$ cat src/rtl/noc_pkg.sv
// Shared definitions for the NoC packet master: run-state encoding, response marker
// byte, statistics counter width and a saturating increment helper.
package noc_pkg;
   localparam int         CNT_W  = 16;
   localparam logic [7:0] MARKER = 8'hA5;

   typedef enum logic [1:0] {ST_IDLE, ST_SEND, ST_WAIT, ST_DONE} state_t;

   function automatic logic [CNT_W-1:0] sat_inc(input logic [CNT_W-1:0] v, input logic en);
      return (en && (v != {CNT_W{1'b1}})) ? v + 1'b1 : v;
   endfunction
endpackage

$ cat src/rtl/noc_pkt_master.sv
// NoC traffic master: streams sequence-numbered packets round-robin to a range of PEs,
// keeps at most MAX_OUTSTANDING in flight, matches responses and reports run statistics.
module noc_pkt_master
   import noc_pkg::*;
#(
   parameter int DATAW           = 128,
   parameter int DESTW           = 4,
   parameter int NUM_DESTS       = 4,
   parameter int DEST_BASE       = 1,
   parameter int NUM_PACKETS     = 1,
   parameter int MAX_OUTSTANDING = 4,
   parameter int TIMEOUT         = 1024
) (
   input  logic             clk,
   input  logic             reset,
   input  logic             start,
   output logic             busy,
   output logic             done,
   output logic             timeout,
   output logic             axis_tx_tvalid,
   input  logic             axis_tx_tready,
   output logic [DATAW-1:0] axis_tx_tdata,
   output logic [DESTW-1:0] axis_tx_tdest,
   input  logic             axis_rx_tvalid,
   output logic             axis_rx_tready,
   input  logic [DATAW-1:0] axis_rx_tdata,
   input  logic [DESTW-1:0] axis_rx_tdest,
   output logic [15:0]      tx_count,
   output logic [15:0]      rx_count,
   output logic [15:0]      err_count
);
   localparam int TOTAL = NUM_DESTS * NUM_PACKETS;
   localparam int OUT_W = $clog2(MAX_OUTSTANDING + 1);
   localparam int TMR_W = $clog2(TIMEOUT + 1);
   localparam int IDX_W = (NUM_DESTS > 1) ? $clog2(NUM_DESTS) : 1;

   state_t           state_q, state_d;
   logic             tx_valid_q, tx_valid_d;
   logic [DATAW-1:0] tdata_q, tdata_d;
   logic [DESTW-1:0] tdest_q, tdest_d;
   logic [IDX_W-1:0] dest_idx_q, dest_idx_d;
   logic [CNT_W-1:0] tx_count_q, tx_count_d;
   logic [CNT_W-1:0] rx_count_q, rx_count_d;
   logic [CNT_W-1:0] err_count_q, err_count_d;
   logic [OUT_W-1:0] outstanding_q, outstanding_d;
   logic [TMR_W-1:0] timer_q, timer_d;
   logic             timeout_q, timeout_d;
   logic             rx_ready_q, rx_ready_d;

   logic tx_hs, rx_hs, rx_ok, run_active, launch, last_tx, expire;
   logic unused_rx;

   function automatic logic [DATAW-1:0] pkt_data(input logic [CNT_W-1:0] seq);
      logic [DATAW-1:0] d;
      d = '0;
      d[15:0] = seq;
      d[DATAW-1 -: 8] = MARKER;
      return d;
   endfunction

   assign tx_hs      = tx_valid_q & axis_tx_tready;
   assign rx_hs      = axis_rx_tvalid & rx_ready_q;
   assign run_active = (state_q == ST_SEND) || (state_q == ST_WAIT);
   assign launch     = start & ~run_active;
   assign last_tx    = tx_hs && (tx_count_q == CNT_W'(TOTAL - 1));
   // A response only retires a packet if it looks like one we have actually sent.
   assign rx_ok      = rx_hs && run_active && (axis_rx_tdata[DATAW-1 -: 8] == MARKER)
                       && (axis_rx_tdata[15:0] < tx_count_q) && (outstanding_q != '0);
   assign expire     = (state_q == ST_WAIT) && !rx_hs && (timer_q == TMR_W'(TIMEOUT - 1));
   assign unused_rx  = ^{axis_rx_tdest, axis_rx_tdata[DATAW-9:16]};

   always_ff @(posedge clk or posedge reset) begin
      if (reset) begin
         state_q       <= ST_IDLE;
         tx_valid_q    <= 1'b0;
         tdata_q       <= '0;
         tdest_q       <= '0;
         dest_idx_q    <= '0;
         tx_count_q    <= '0;
         rx_count_q    <= '0;
         err_count_q   <= '0;
         outstanding_q <= '0;
         timer_q       <= '0;
         timeout_q     <= 1'b0;
         rx_ready_q    <= 1'b0;
      end else begin
         state_q       <= state_d;
         tx_valid_q    <= tx_valid_d;
         tdata_q       <= tdata_d;
         tdest_q       <= tdest_d;
         dest_idx_q    <= dest_idx_d;
         tx_count_q    <= tx_count_d;
         rx_count_q    <= rx_count_d;
         err_count_q   <= err_count_d;
         outstanding_q <= outstanding_d;
         timer_q       <= timer_d;
         timeout_q     <= timeout_d;
         rx_ready_q    <= rx_ready_d;
      end
   end

   always_comb begin
      state_d = state_q;
      unique case (state_q)
         ST_IDLE, ST_DONE: if (start) state_d = ST_SEND;
         ST_SEND:          if (last_tx) state_d = ST_WAIT;
         ST_WAIT:          if ((outstanding_d == '0) || expire) state_d = ST_DONE;
      endcase
   end

   always_comb begin
      rx_ready_d  = 1'b1;
      tx_count_d  = sat_inc(tx_count_q, tx_hs);
      rx_count_d  = sat_inc(rx_count_q, rx_hs);
      err_count_d = sat_inc(err_count_q, rx_hs & ~rx_ok);
      outstanding_d = outstanding_q;
      if (tx_hs && !rx_ok)
         outstanding_d = outstanding_q + 1'b1;
      else if (!tx_hs && rx_ok)
         outstanding_d = outstanding_q - 1'b1;
      dest_idx_d = dest_idx_q;
      if (tx_hs)
         dest_idx_d = (dest_idx_q == IDX_W'(NUM_DESTS - 1)) ? '0 : dest_idx_q + 1'b1;
      timer_d   = ((state_q == ST_WAIT) && !rx_hs) ? timer_q + 1'b1 : '0;
      timeout_d = timeout_q | (expire && (outstanding_d != '0));
      tx_valid_d = 1'b0;
      tdata_d    = tdata_q;
      tdest_d    = tdest_q;
      // An offered beat is frozen until taken; a new one is only formed when the slot is free.
      if (state_q == ST_SEND && !last_tx) begin
         if (tx_hs || !tx_valid_q) begin
            tx_valid_d = (tx_count_d < CNT_W'(TOTAL)) && (outstanding_d < OUT_W'(MAX_OUTSTANDING));
            tdata_d    = pkt_data(tx_count_d);
            tdest_d    = DESTW'(DEST_BASE) + DESTW'(dest_idx_d);
         end else begin
            tx_valid_d = 1'b1;
         end
      end
      if (launch) begin
         tx_count_d    = '0;
         rx_count_d    = {{(CNT_W-1){1'b0}}, rx_hs};
         err_count_d   = {{(CNT_W-1){1'b0}}, rx_hs};
         outstanding_d = '0;
         dest_idx_d    = '0;
         timer_d       = '0;
         timeout_d     = 1'b0;
         tx_valid_d    = 1'b0;
      end
   end

   always_comb begin
      busy = run_active;
      done = (state_q == ST_DONE);
   end

   assign timeout        = timeout_q;
   assign axis_tx_tvalid = tx_valid_q;
   assign axis_tx_tdata  = tdata_q;
   assign axis_tx_tdest  = tdest_q;
   assign axis_rx_tready = rx_ready_q;
   assign tx_count       = tx_count_q;
   assign rx_count       = rx_count_q;
   assign err_count      = err_count_q;
endmodule
$ cat config.mk
export PLATFORM = sky130hd
export DESIGN_NAME = noc_pkt_master
export DESIGN_NICKNAME = d
export VERILOG_FILES = /design/src/rtl/noc_pkg.sv /design/src/rtl/noc_pkt_master.sv
export SDC_FILE = /design/constraint.sdc
export NUM_CORES = 1
export LEC_CHECK = 0
export BUFFER_PORTS_ARGS = -buffer_cell sky130_fd_sc_hd__clkbuf_2
export CAP_MARGIN = 5
export CORE_AREA = 4 4 120 151
export DETAILED_ROUTE_END_ITERATION = 16
export DIE_AREA = 0 0 124 155
export GPL_TIMING_DRIVEN = 1
export SYNTH_ARGS = -nofsm -noshare
export SYNTH_HDL_FRONTEND = slang
export SYNTH_SLANG_ARGS = --single-unit
$ cat constraint.sdc
create_clock -name clk -period 7.65 [get_ports clk]
set_input_delay 1.53 -clock clk [delete_from_list [all_inputs] [get_ports clk]]
set_output_delay 1.53 -clock clk [all_outputs]
set_load 0.05 [all_outputs]
**Yosys cells after proc, flatten, opt, wreduce, memory -nomap -nowiden**

Cells that the tools add are included.

- Register bits: 90
- Latch bits: 0
- RAM bits: 0
- Memory bits (read-only): 0
- Logic and storage cells: 97
- Memories kept: 0

- Add/sub/neg operators: 8
- Multiply operators: 0
- Divide/modulo/power cells: 0
- Order comparisons: 3
- Equal/unequal tests: 13
- Shift-type cells: 0
- Multiplexer cells: 22
- Bitwise gates (word level): 7
- Reductions and logical operators: 32

Operator list:

| operator | number |
|---|---|
| two-way mux 16 bit | 6 |
| adder 16 x 1 -> 16 bit (second input constant) | 3 |
| != test 16 bit (second input constant) | 3 |
| two-way mux 11 bit | 2 |
| == test 16 x 2 -> 1 bit (second input constant) | 1 |
| less-than comparator 16 bit | 1 |
| less-than comparator 16 x 3 -> 1 bit (second input constant) | 1 |
| logical AND 1 bit | 15 |
| two-way mux 2 bit | 6 |
| adder 11 x 1 -> 11 bit (second input constant) | 1 |
| == test 11 x 10 -> 1 bit (second input constant) | 1 |
| two-way mux 3 bit | 3 |
| == test 8 bit (second input constant) | 1 |
| == test 2 bit (second input constant) | 3 |
| case mux 2 bit (3 select lines) | 1 |
| nonzero test 3 bit | 2 |
| zero test 1 bit | 5 |
| bitwise AND 1 bit | 4 |
| two-way mux 1 bit | 4 |
| != test 2 bit (second input constant) | 2 |
| nonzero test 2 bit | 2 |
| adder 1 x 2 -> 3 bit (first input constant) | 1 |
| adder 3 x 1 -> 3 bit (second input constant) | 1 |
| zero test 3 bit | 1 |
| 12 further kinds | 15 |

**Depth between registers and ports, before layout**

- Depth after elaboration: 14
- Gate-level depth with buffers: 12
- Gate-level depth less buffers: 10

**Worst setup path before layout**

Ideal clock, no wire load.

- Path kind: input to register
- Start point: input port axis_rx_tdata[6]
- End point: register err_count_q[14] (netlist: err_count[14])
- Library setup time: 78 ps
- Data arrival time: 3420 ps
- Data required time: 7572 ps
- Setup slack: 4152 ps
- Stages: 9
- Buffers on the path: 0
- Cells stage by stage: ha_1 > and4_1 > o21ai_1 > o311a_1 > o21ai_4 > o2111a_2 > nand2_1 > or4_1 > a21oi_1

- Word-level cells in the longest chain between the ends: 7

RTL lines:

| what | line | RTL |
|---|---|---|
| start: declaration | noc_pkt_master.sv:26 | `input logic [DATAW-1:0] axis_rx_tdata,` |
| less-than comparator 16 bit | noc_pkt_master.sv:68 | `&& (axis_rx_tdata[15:0] < tx_count_q) && (outstanding_q != '0);` |
| logical AND 1 bit (2 in series) | noc_pkt_master.sv:68 |  |
| NOT 1 bit | noc_pkt_master.sv:115 | `err_count_d = sat_inc(err_count_q, rx_hs & ~rx_ok);` |
| bitwise AND 1 bit | noc_pkt_master.sv:115 |  |
| logical AND 1 bit | noc_pkg.sv:10 | `return (en && (v != {CNT_W{1'b1}})) ? v + 1'b1 : v;` |
| nonzero test 2 bit (no source line) | n/a |  |
| end signal: assignment | noc_pkt_master.sv:94 | `err_count_q <= err_count_d;` |
| end: declaration | noc_pkt_master.sv:44 | `logic [CNT_W-1:0] err_count_q, err_count_d;` |

No other way between the ends.
A chain may end at the register's enable or synchronous reset.

**Worst setup path after layout**

- Start point: input port axis_rx_tdata[6]
- End point: register err_count_q[11] (netlist: err_count[11])

The elaborated chain is that of the path after synthesis.

==> flow_metrics.tcl <==
set metrics [dict create \
    synth_seq_area_share_pct 38.9 \
    slew_violations 0 \
    drtIter0Drc 136 \
    synth_top_area_share_pct 38.9 \
    criticalPathCategory "in2reg" \
    cts_tree "yes" \
    setup_viol 0 \
    placed_area_um2 6070 \
    cp_data_required_time_ns 7.92 \
    port_buffers 104 \
    hold_path.class "reg2reg" \
    rows 53 \
    ys_types 58 \
    place_congestion 0.808 \
    wl_met2_um 6270 \
    cts_root_buffer "clkbuf_16" \
    ios 322 \
    setup_tns_ns 0 \
    vdd_ir_drop_max_uv 172 \
    hold_viol 0 \
    critical-path-slowest-cell "o2111a_2" \
    ant_nets 0 \
    n_antenna_cell 0 \
    status "finished, final reports clean" \
    cts_sinks 89 \
    vias 4391 \
    syn_to_final_growth_pct 11.7 \
    ys_top_cells_by_area "dfrtp_1 (39%), buf_4 (15%), ha_1 (6.1%), nor2_1 (4.6%), xnor2_1 (4.0%)" \
    post_cts_buffers 0 \
    cp_max_fo 13 \
    synth_edf_count 0 \
    synth_area_um2 5730 \
    grt_usage_pct 13.8 \
    cpLargestDelayFamily "compound AO/OA/AOI/OAI gates" \
    cap_violations 0 \
    critPathBufInv 1 \
    ys_ff_latch 89 \
    initial_core_util_pct 34.4 \
    grt_pass1_wl_um 20700 \
    cp_data_arrival_time_ns 3.93 \
    hold_buffers 0 \
    grt_start_max_net_pins 60 \
    period_share_pct 47.9 \
    fmax_ghz 0.273 \
    synth.avg_cell_area_um2 9.06 \
    cts_resized 0 \
    final.setup_skew_ns 0.00751 \
    die_y_um 155 \
    path_cells "clkbuf_2 -> ha_1 -> and4_1 -> o21ai_1 -> o311a_1 -> o21ai_4 -> o2111a_2 -> nand3_1 -> or3_1 -> a21oi_1" \
    avgViaCountPerCell 4.58 \
    synth_ff_type "dfrtp_1" \
    drt-total-wl_um 13200 \
    post-route-min-period_ns 3.66 \
    holdWs_ns 0.477 \
    ys_warn_count 0 \
    grt_setup_unrepaired "false" \
    fin_area_um2 6400 \
    wl_met1_um 5480 \
    cts_max_path_buffers 2 \
    startpoint_type "primary input" \
    drive_gt1_share_pct 19.1 \
    num-nets-final 898 \
    dp_hpwl_um 10000 \
    max_stage_delay_ns 0.43 \
    htree_levels 3 \
    die_w_um 124 \
    topRoutingLayerUsed "met4" \
    syn_inst 632 \
    drt_pre_antenna_iters 4 \
    clk_pin_slew_ns 0.07 \
    grt_overflow 0 \
    end_kind "flip-flop" \
    yosysTopAreaCell "dfrtp_1" \
    routedWlPerCell_um 13.7 \
    dr_wl_met3_um 1190 \
    drcViolationCount 0 \
    grt_antenna_before_repair 0 \
    powerDensity_nw_per_um2 250 \
    clkLatencyLatePin_ns 0.35 \
    max_slew_margin_pct 48.7 \
    p_leak_nw 3.17 \
    numCtsBuffers 9 \
    dieArea_um2 19200 \
    async_reset_ff_share_pct 100 \
    fillers 1715 \
    worst_pin_slew_ns 0.770 \
    core-area_um2 16600 \
    grt_pass1_vias 4036 \
]
-- power breakdown --
group | leakage [nW] | internal, mW | switching, mW
Clock | 0.162 | 0.303 | 0.188
Combinational | 1.79 | 0.113 | 0.446
Sequential | 1.22 | 0.511 | 0.0371
-- cell type report --
type	count	area [µm²]	share of cell area (%)
repair buffers	107	543	8.49
inverters	31	118	1.84
clock inverters	5	77.6	1.21
multi-input cells	495	2900	45.4
well taps	220	275	4.30
flip-flops and latches	89	2230	34.8
clock buffers	11	253	3.95
-- state kept, by name, indices dropped and copies added (netlist names), 2 cells and up --
register and cells:
timer_q 11, err_count 16, rx_count 16, axis_tx_tdest 3, tx_count 16, outstanding_q 3, dest_idx_q 2, state_q 2
axis_tx_tdata 17
-- cell usage in the layout, fill, tap and decap left out, types with 18 or more instances in the layout --
cell      synthesis  layout
o21ai_0          25      25
clkbuf_2          0     104
inv_1            31      30
conb_1            2     110
ha_1             28      28
nand3_1          24      24
nor2_1           70      69
dfrtp_1          89      89
nand4_1          19      19
nand2_1          52      52
xor2_1           20      20
a21oi_1          18      18
xnor2_1          26      26
-- per-layer routing --
layer / vias to the layer above / GRT usage [%]
li1: 2118 / -
met1: 2085 / 17.4
met2: 172 / 22.7
met3: 16 / 3.71
met4: 0 / 4.59
met5: - / 0
-- path summary, 6_finish.rpt --
path                                                end  cells past startpoint  slack [ns]                         start
max                           err_count[11]$_DFFE_PP0P_                     10        3.99              axis_rx_tdata[6]
min                        axis_tx_tdata[6]$_DFFE_PP0P_                      2        0.48  axis_tx_tdata[6]$_DFFE_PP0P_
max reg2reg                   err_count[11]$_DFFE_PP0P_                     10        4.54         tx_count[6]$_DFF_PP0_
min reg2reg                axis_tx_tdata[6]$_DFFE_PP0P_                      2        0.48  axis_tx_tdata[6]$_DFFE_PP0P_
max in group asynchronous  axis_tx_tdata[0]$_DFFE_PP0P_                      3        5.31                         reset
min in group asynchronous       rx_count[5]$_DFFE_PP0P_                      2        1.18                         reset
-- cells by family after synthesis --
group | synth area share, %
AND/OR/NAND/NOR | 18.8
other | 0.131
AO/OA/AOI/OAI | 9.83
adder cells (fa/ha/maj) | 6.12
multiplexers | 1.29
XOR/XNOR | 7.32
buffers and inverters | 17.6
flip-flops | 38.9
-- cell usage after synthesis, drive strengths merged (2+ instances only) --
cell type  instances
buf              115
o21a               5
or4                3
mux2               3
nor2              70
ha                28
and3              13
o221ai             2
o31ai              3
clkbuf            10
nand3             25
conb               2
xor2              21
a2111oi            3
nand2             53
xnor2             26
nand4             19
and4               4
o21ai             32
inv               31
and2               5
nor4               4
a21oi             18
or2                2
mux2i              4
or3                6
nand2b             3
nor3              14
dfrtp             89
a21o               2
-- per-stage QoR --
stage	utilization (%)	setup WS [ns]	power, mW	instances
CTS	38.4	3.98	1.63	958
global placement	36.5	3.63	1.12	942
detailed placement	36.5	3.62	1.12	942
finish	38.4	3.99	1.60	958
floorplan	-	3.81	1.04	740
global route	38.4	3.78	1.70	958
-- worst register-to-register path, cell delays in order (launching register included) --
cell      delay (ns)
dfrtp_1         0.52
inv_1           0.15
ha_1            0.32
and4_1          0.20
o21ai_1         0.06
o311a_1         0.35
o21ai_4         0.27
o2111a_2        0.43
nand3_1         0.22
or3_1           0.35
a21oi_1         0.15
(Power assumes the default switching activity.)
